<file path="src/rtl/seg_pipe_addsub.sv">
// seg_pipe_addsub: pipelined wide add/subtract unit with segmented carry.
// The operands are split into SEGS segments of SEG_W bits. Stage 1 adds all
// segments in parallel. Each later stage propagates one inter-segment carry.
// The result leaves after SEGS cycles. A single enable (adv) moves the whole
// pipeline forward, so backpressure stalls every stage together.
//
// Ports:
//   clk, rst            clock, synchronous active-high reset
//   in_valid/in_ready   input handshake (in_ready = pipeline may advance)
//   sub                 0: Z = X+Y, 1: Z = X-Y
//   X, Y                unsigned operands (WIDTH bits)
//   in_tag / out_tag    user tag that travels with the operation
//   out_valid/out_ready output handshake
//   Z                   result mod 2^WIDTH
//   carry               add: carry out; sub: 1 = no borrow
module seg_pipe_addsub #(
  parameter int unsigned WIDTH = 272,
  parameter int unsigned SEGS  = 4,
  parameter int unsigned TAG_W = 8
) (
  input  logic             clk,
  input  logic             rst,
  input  logic             in_valid,
  output logic             in_ready,
  input  logic             sub,
  input  logic [WIDTH-1:0] X,
  input  logic [WIDTH-1:0] Y,
  input  logic [TAG_W-1:0] in_tag,
  output logic             out_valid,
  input  logic             out_ready,
  output logic [WIDTH-1:0] Z,
  output logic             carry,
  output logic [TAG_W-1:0] out_tag
);

  localparam int unsigned SEG_W = WIDTH / SEGS;
  localparam int unsigned SW1   = SEG_W + 1;

  if ((SEGS < 1) || ((WIDTH % SEGS) != 0)) begin : g_param_check
    $error("seg_pipe_addsub: WIDTH must be a non-zero multiple of SEGS");
  end

  // Each segment keeps its own carry bit in position SEG_W.
  typedef logic [SEGS-1:0][SEG_W:0] stage_t;

  stage_t           seg_q [SEGS];
  stage_t           seg_d [SEGS];
  logic [SEGS-1:0]  vld_q;
  logic [SEGS-1:0]  vld_d;
  logic [TAG_W-1:0] tag_q [SEGS];
  logic [TAG_W-1:0] tag_d [SEGS];
  logic             adv;

  // Whole-pipeline enable: move forward unless a result is stuck at the output.
  assign adv       = !vld_q[SEGS-1] || out_ready;
  assign in_ready  = adv;
  assign out_valid = vld_q[SEGS-1];
  assign out_tag   = tag_q[SEGS-1];
  assign carry     = seg_q[SEGS-1][SEGS-1][SEG_W];

  // Result assembly: the low SEG_W bits of every resolved segment.
  always_comb begin
    Z = '0;
    for (int k = 0; k < SEGS; k++) begin
      Z[k*SEG_W +: SEG_W] = seg_q[SEGS-1][k][SEG_W-1:0];
    end
  end

  // Next-state: stage 1 adds segments; stage s resolves segment s.
  always_comb begin
    logic [SEG_W-1:0] x_k;
    logic [SEG_W-1:0] y_k;
    seg_d = seg_q;
    tag_d = tag_q;
    vld_d = vld_q;
    x_k   = '0;
    y_k   = '0;
    if (adv) begin
      vld_d[0] = in_valid;
      tag_d[0] = in_tag;
      for (int k = 0; k < SEGS; k++) begin
        x_k = X[k*SEG_W +: SEG_W];
        y_k = sub ? ~Y[k*SEG_W +: SEG_W] : Y[k*SEG_W +: SEG_W];
        // The +1 of the two's complement enters only at the bottom segment.
        seg_d[0][k] = {1'b0, x_k} + {1'b0, y_k} + SW1'((k == 0) && sub);
      end
      for (int s = 1; s < SEGS; s++) begin
        vld_d[s] = vld_q[s-1];
        tag_d[s] = tag_q[s-1];
        seg_d[s] = seg_q[s-1];
        // Segment s-1 was resolved one stage earlier; its carry bit is final.
        seg_d[s][s] = seg_q[s-1][s] + SW1'(seg_q[s-1][s-1][SEG_W]);
      end
    end
  end

  // Pipeline registers.
  always_ff @(posedge clk) begin
    if (rst) begin
      vld_q <= '0;
      for (int s = 0; s < SEGS; s++) begin
        seg_q[s] <= '0;
        tag_q[s] <= '0;
      end
    end else begin
      vld_q <= vld_d;
      seg_q <= seg_d;
      tag_q <= tag_d;
    end
  end

endmodule

</file>
<file path="config.mk">
export PLATFORM = sky130hd
export DESIGN_NAME = seg_pipe_addsub
export DESIGN_NICKNAME = d
export VERILOG_FILES = /design/src/rtl/seg_pipe_addsub.sv
export SDC_FILE = /design/constraint.sdc
export NUM_CORES = 2
export LEC_CHECK = 0
export ABC_AREA = 0
export CORE_MARGIN = 10
export CORE_UTILIZATION = 51
export CTS_BUF_LIST = sky130_fd_sc_hd__clkbuf_16
export DETAILED_ROUTE_END_ITERATION = 6
export GPL_TIMING_DRIVEN = 0
export MAX_ROUTING_LAYER = met4
export PLACE_DENSITY_LB_ADDON = 0.15
export SLEW_MARGIN = 10
export SYNTH_ARGS = -nofsm -noshare
export SYNTH_HDL_FRONTEND = slang
export SYNTH_SLANG_ARGS = --single-unit
</file>
<file path="constraint.sdc">
create_clock -name clk -period 5.09 [get_ports clk]
set_input_delay 1.018 -clock clk [delete_from_list [all_inputs] [get_ports clk]]
set_output_delay 1.018 -clock clk [all_outputs]
set_load 0.01 [all_outputs]
</file>
# Word-level counts from Yosys, hierarchy flattened
# Cells that the tools add are included.
[classes]
addsub = 8
muxes = 4
bitwise = 4
reduce_logical = 2
[ops]
columns = ["operator", "count"]
rows = [
  ["adder 68 x 68 -> 69 bit", 4],
  ["adder 69 x 1 -> 69 bit", 4],
  ["2-to-1 mux 68 bit", 4],
  ["inverter 68 bit", 4],
  ["logical NOT 1 bit", 1],
  ["logical OR 1 bit", 1],
]
[totals]
ff_bits = 1134

# Depth between registers and ports, before layout
[logic_depth]
depth_word = 4
ltp_mapped = 18
depth_no_buf = 15

# Least setup slack after synthesis
# OpenSTA, ideal clock, no wires.
[synth_timing]
kind = "input -> register"
startpoint = "input port sub"
endpoint = "register seg_q[1099] (netlist bit)"
setup_ns = 0.086
arrival_time_ns = 5.083
setup_slack_ns = -0.078
path_stages = 18
path_buffers = 3
cell_sequence = "clkbuf_1 -> clkbuf_1 -> buf_1 -> xor2_1 -> ha_1 -> inv_1 -> fa_1 -> nand2b_1 -> a21oi_2 -> nor4_1 -> o21ai_2 -> a31o_2 -> a21oi_2 -> o21ba_4 -> o41ai_4 -> a41oi_2 -> or4_1 -> a211oi_1"
[synth_between]
elab_chain_len = 2
[synth_lines]
columns = ["item", "line", "source"]
rows = [
  ["start, declared", "25", "input logic sub,"],
  ["2-to-1 mux 68 bit", "83", "y_k = sub ? ~Y[k*SEG_W +: SEG_W] : Y[k*SEG_W +: SEG_W];"],
  ["adder 68 x 68 -> 69 bit", "85", "seg_d[0][k] = {1'b0, x_k} + {1'b0, y_k} + SW1'((k == 0) && sub);"],
  ["end signal, assigned", "107", "seg_q <= seg_d;"],
  ["end, declared", "46", "stage_t seg_q [SEGS];"],
]
# No other way between the ends.
# A chain may end at the register's enable or synchronous reset.

# Worst setup path after layout
[layout_timing]
startpoint = "input port out_ready"
endpoint = "output port in_ready"
[layout_between]
elab_chain_len = 1
[layout_lines]
columns = ["item", "line", "source"]
rows = [
  ["start, declared", "30", "input logic out_ready,"],
  ["logical OR 1 bit", "55", "assign adv = !vld_q[SEGS-1] || out_ready;"],
  ["end, declared", "24", "output logic in_ready,"],
]
# No other way between the ends.

==> flow_summary.ini <==
[status]
outcome = complete, but fails checks
violations = setup timing

[sta]
worstMarginPinSlew_ps = 1440
fin_ws_ps = -65.6
period_share_pct = 101
fmax_mhz = 194
slew_violations = 0
rsz0062_at_grt = yes
finalSetupViolations = 1
holdWs_ps = 440
min_period_ps = 5160
hold_viol = 0
skew_ps = 25.7
slew_headroom_pct = 4.29

[floorplan]
rows = 128
dieArea_um2 = 137000
coreArea_um2 = 122000
io_pins = 840
die_x_um = 370
initial_utilization_pct = 51.4
die_h_um = 370

[placed_design]
place_area_um2 = 73000
dpl.hpwl_um = 203000
routabilityCongestion = 0.997
pre_cts_ws_ps = -2890
io_buffers = 839

[global_routing]
grt-busiest-layer = met2
grt_util_met2_pct = 57.8
gr-total-overflow = 0
antenna_found_initial = 11
grt_use_met3_pct = 6.99
grt_max_degree = 20
grt_pass1_vias = 58203
grt_first_pass_wirelength_um = 365000
grt_util_met1_pct = 43.7
grt_usage_pct = 35.6

[synth]
ys_async_sr_fraction_pct = 0
ys_types = 111
syn-num-nets = 8942
ys_seq_elements = 1134
yosys.area_share.adder_pct = 5.67
avgSynthCellArea_um2 = 7.72
ys_warn_count = 0
ys_seq_area_share_pct = 36.3
syn_area_um2 = 62500
synth-xor-area-share_pct = 9.51
synth_compound_area_share_pct = 21.1
synth_mux_area_share_pct = 0.0960
synth_simple_gate_area_share_pct = 20.1
synth_top_family_by_area = compound AO/OA/AOI/OAI gates
ys.flop_type = dfxtp_1
synth_edf_count = 0
syn_inst = 8104

[clock_tree]
clk_pin_slew_ps = 60
cts.sinks = 1134
numCtsBuffers = 118
cts_tree = done
htreeDepth = 3
cts_hold_buf = 0
clock_path_buffers = 3
cts_root_buf = clkbuf_16
clk_latency_ps = 720

[setup_path]
start_kind = input pin
cp_slowest_cell = clkdlybuf4s50_1
crit_fanout = 19
cp-end-kind = output port
worst-path-buf-inv = 7
cpPeakStageDelay_ps = 710
worst_ep_required_time_ps = 4070
cp-startpoint = out_ready
r2r_start = vld_q[3]
path_class = in -> out
path_delay_family = buffers and inverters
path_cells = clkdlybuf4s50_1, nor2b_1, clkbuf_1, inv_1, clkbuf_1, buf_2, clkbuf_4, clkdlybuf4s50_1
worstPathArrival_ps = 4140

[run]
max_cap_violations = 0

[final_layout]
drive_gt1_share_pct = 7.09
syn2layout_area_growth_pct = 23.6
final.fill_count = 10933
stdcell_area_um2 = 77300
num-nets-final = 9912

[routing]
via_per_inst = 5.71
vias = 61653
drc = 0
drt.antenna.violating_nets = 0
wl_um = 251000
first_pass_iters = 7
drt_iter0_drc = 5584
routedWlPerCell_um = 23.2

[hold_path]
hp-class = reg -> reg
hold_start = seg_q[1087]

[power]
power_density_nw_per_um2 = 329
ir_drop_mv = 0.359
p_leak_nw = 30.8
total_power_mw = 25.4
-- report_power, final --
part | total [mW] | internal [mW] | switching, mW
registers | 10.5 | 9.81 | 0.698
logic | 6.62 | 2.77 | 3.86
clock network | 8.27 | 4.58 | 3.69
total | 25.4 | 17.2 | 8.24
-- worst paths after layout --
kind                               endpoint  slack [ps]  cells past startpoint
worst max register to register  seg_q[1012]        1000                      8
worst min-delay path             seg_q[811]         440                      2
worst min register to register   seg_q[811]         440                      2
worst max-delay path               in_ready         -70                      8
-- cell families (layout without fill, tap and decap cells) --
logic type,count (synthesis),after routing
muxes,6,6
adders and majority gates,281,281
other,0,9
buffers and inverters,907,1974
AOI/OAI and AO/OA,2155,2155
xor gates and xnor gates,679,679
and+or+nand+nor,2942,2942
DFF,1134,1134
-- flip-flops by register name (all words and copies together), names as in the netlist --
signal,flops
vld_q,4
Z,272
seg_q,825
carry,1
tag_q,24
out_tag,8
-- layer usage --
| metal | up-vias | wire (µm) |
|---|---|---|
| met4 | 0 | 9700 |
| met5 | - | 0 |
| li1 | 29457 | - |
| met3 | 390 | 22300 |
| met2 | 2555 | 117000 |
| met1 | 29251 | 101000 |
-- repair_timing --
action / 4_1_cts / 5_1_grt
gates cloned: 1 / 0
buffers inserted: 4 / 9
pin swaps: 6 / 10
resized for setup: 98 / 39
setup endpoints to repair: 221 / 37
-- cell usage after synthesis, types with 9 or more instances --
master | number | area [µm²]
buf_2 | 18 | 90.1
buf_4 | 281 | 2110
inv_1 | 95 | 357
o21ai_0 | 249 | 1250
o21bai_1 | 64 | 480
and3_1 | 74 | 463
nand3_1 | 137 | 686
a31oi_1 | 36 | 225
a21o_1 | 209 | 1570
a31o_2 | 10 | 87.6
dfxtp_1 | 1134 | 22700
buf_1 | 43 | 161
a211o_1 | 10 | 87.6
o31ai_1 | 12 | 90.1
and4_1 | 19 | 166
o21a_1 | 30 | 225
nor4_1 | 15 | 93.8
clkbuf_1 | 464 | 1740
nor3b_1 | 11 | 82.6
a22o_1 | 13 | 114
and2_1 | 14 | 87.6
a221o_1 | 13 | 130
or3_1 | 45 | 282
xor2_1 | 488 | 4270
a211oi_1 | 220 | 1650
nor2_1 | 405 | 1520
nor2b_1 | 34 | 213
o211ai_1 | 20 | 150
xnor2_1 | 191 | 1670
a2111oi_0 | 9 | 78.8
a21oi_1 | 1092 | 5470
nand4_1 | 108 | 676
a221oi_1 | 10 | 87.6
nand2_1 | 1928 | 7240
nand2b_1 | 29 | 181
o21ai_1 | 26 | 130
or2_2 | 10 | 62.6
ha_1 | 277 | 3470
a311oi_1 | 34 | 298
nor3_1 | 55 | 275
-- placed cells by master (no fill, tap or decap), types with 13 or more instances in the layout --
cell type,Yosys,layout
nand2_1,1928,1928
dfxtp_1,1134,1134
a21oi_1,1092,1085
clkdlybuf4s50_1,0,838
xor2_1,488,480
clkbuf_1,464,451
nor2_1,405,405
buf_4,281,299
ha_1,277,275
o21ai_0,249,248
a211oi_1,220,216
a21o_1,209,209
xnor2_1,191,191
nand3_1,137,137
inv_1,95,123
clkbuf_16,0,121
nand4_1,108,108
and3_1,74,74
o21bai_1,64,64
nor3_1,55,51
or3_1,45,45
a31oi_1,36,35
nor2b_1,34,34
a311oi_1,34,34
o21a_1,30,30
nand2b_1,29,27
o21ai_1,26,24
clkinv_2,0,24
clkinv_1,0,23
buf_2,18,22
o211ai_1,20,20
buf_1,43,19
and4_1,19,19
and2_1,14,14
nor4_1,15,14
a221o_1,13,13
a22o_1,13,13
-- through the flow --
stage	TNS [ps]	util, %	cells
finish	-65.6	63.5	10805
global route	-4.27	63.5	10804
CTS	0	63.3	10790
detailed placement	-398770	60.0	10569
global placement	-662340	59.9	10568
floorplan	0	-	8104
-- cell type report --
type	count	area (µm²)	area share [%]
Inverter	95	357	0.461
Sequential cell	1134	22700	29.4
Antenna cell	9	22.5	0.0291
Timing Repair Buffer	854	8540	11.1
Buffer	808	4350	5.62
Multi-Input combinational cell	6063	35600	46.1
Clock inverter	98	659	0.853
Tap cell	1625	2030	2.63
Clock buffer	119	2980	3.85
-- worst min-delay path, cell delays in order (launching register included) --
cell and delay, ps:
dfxtp_1 310, nand2_1 50, a21oi_1 50
Power figures use the tool's default switching activity.
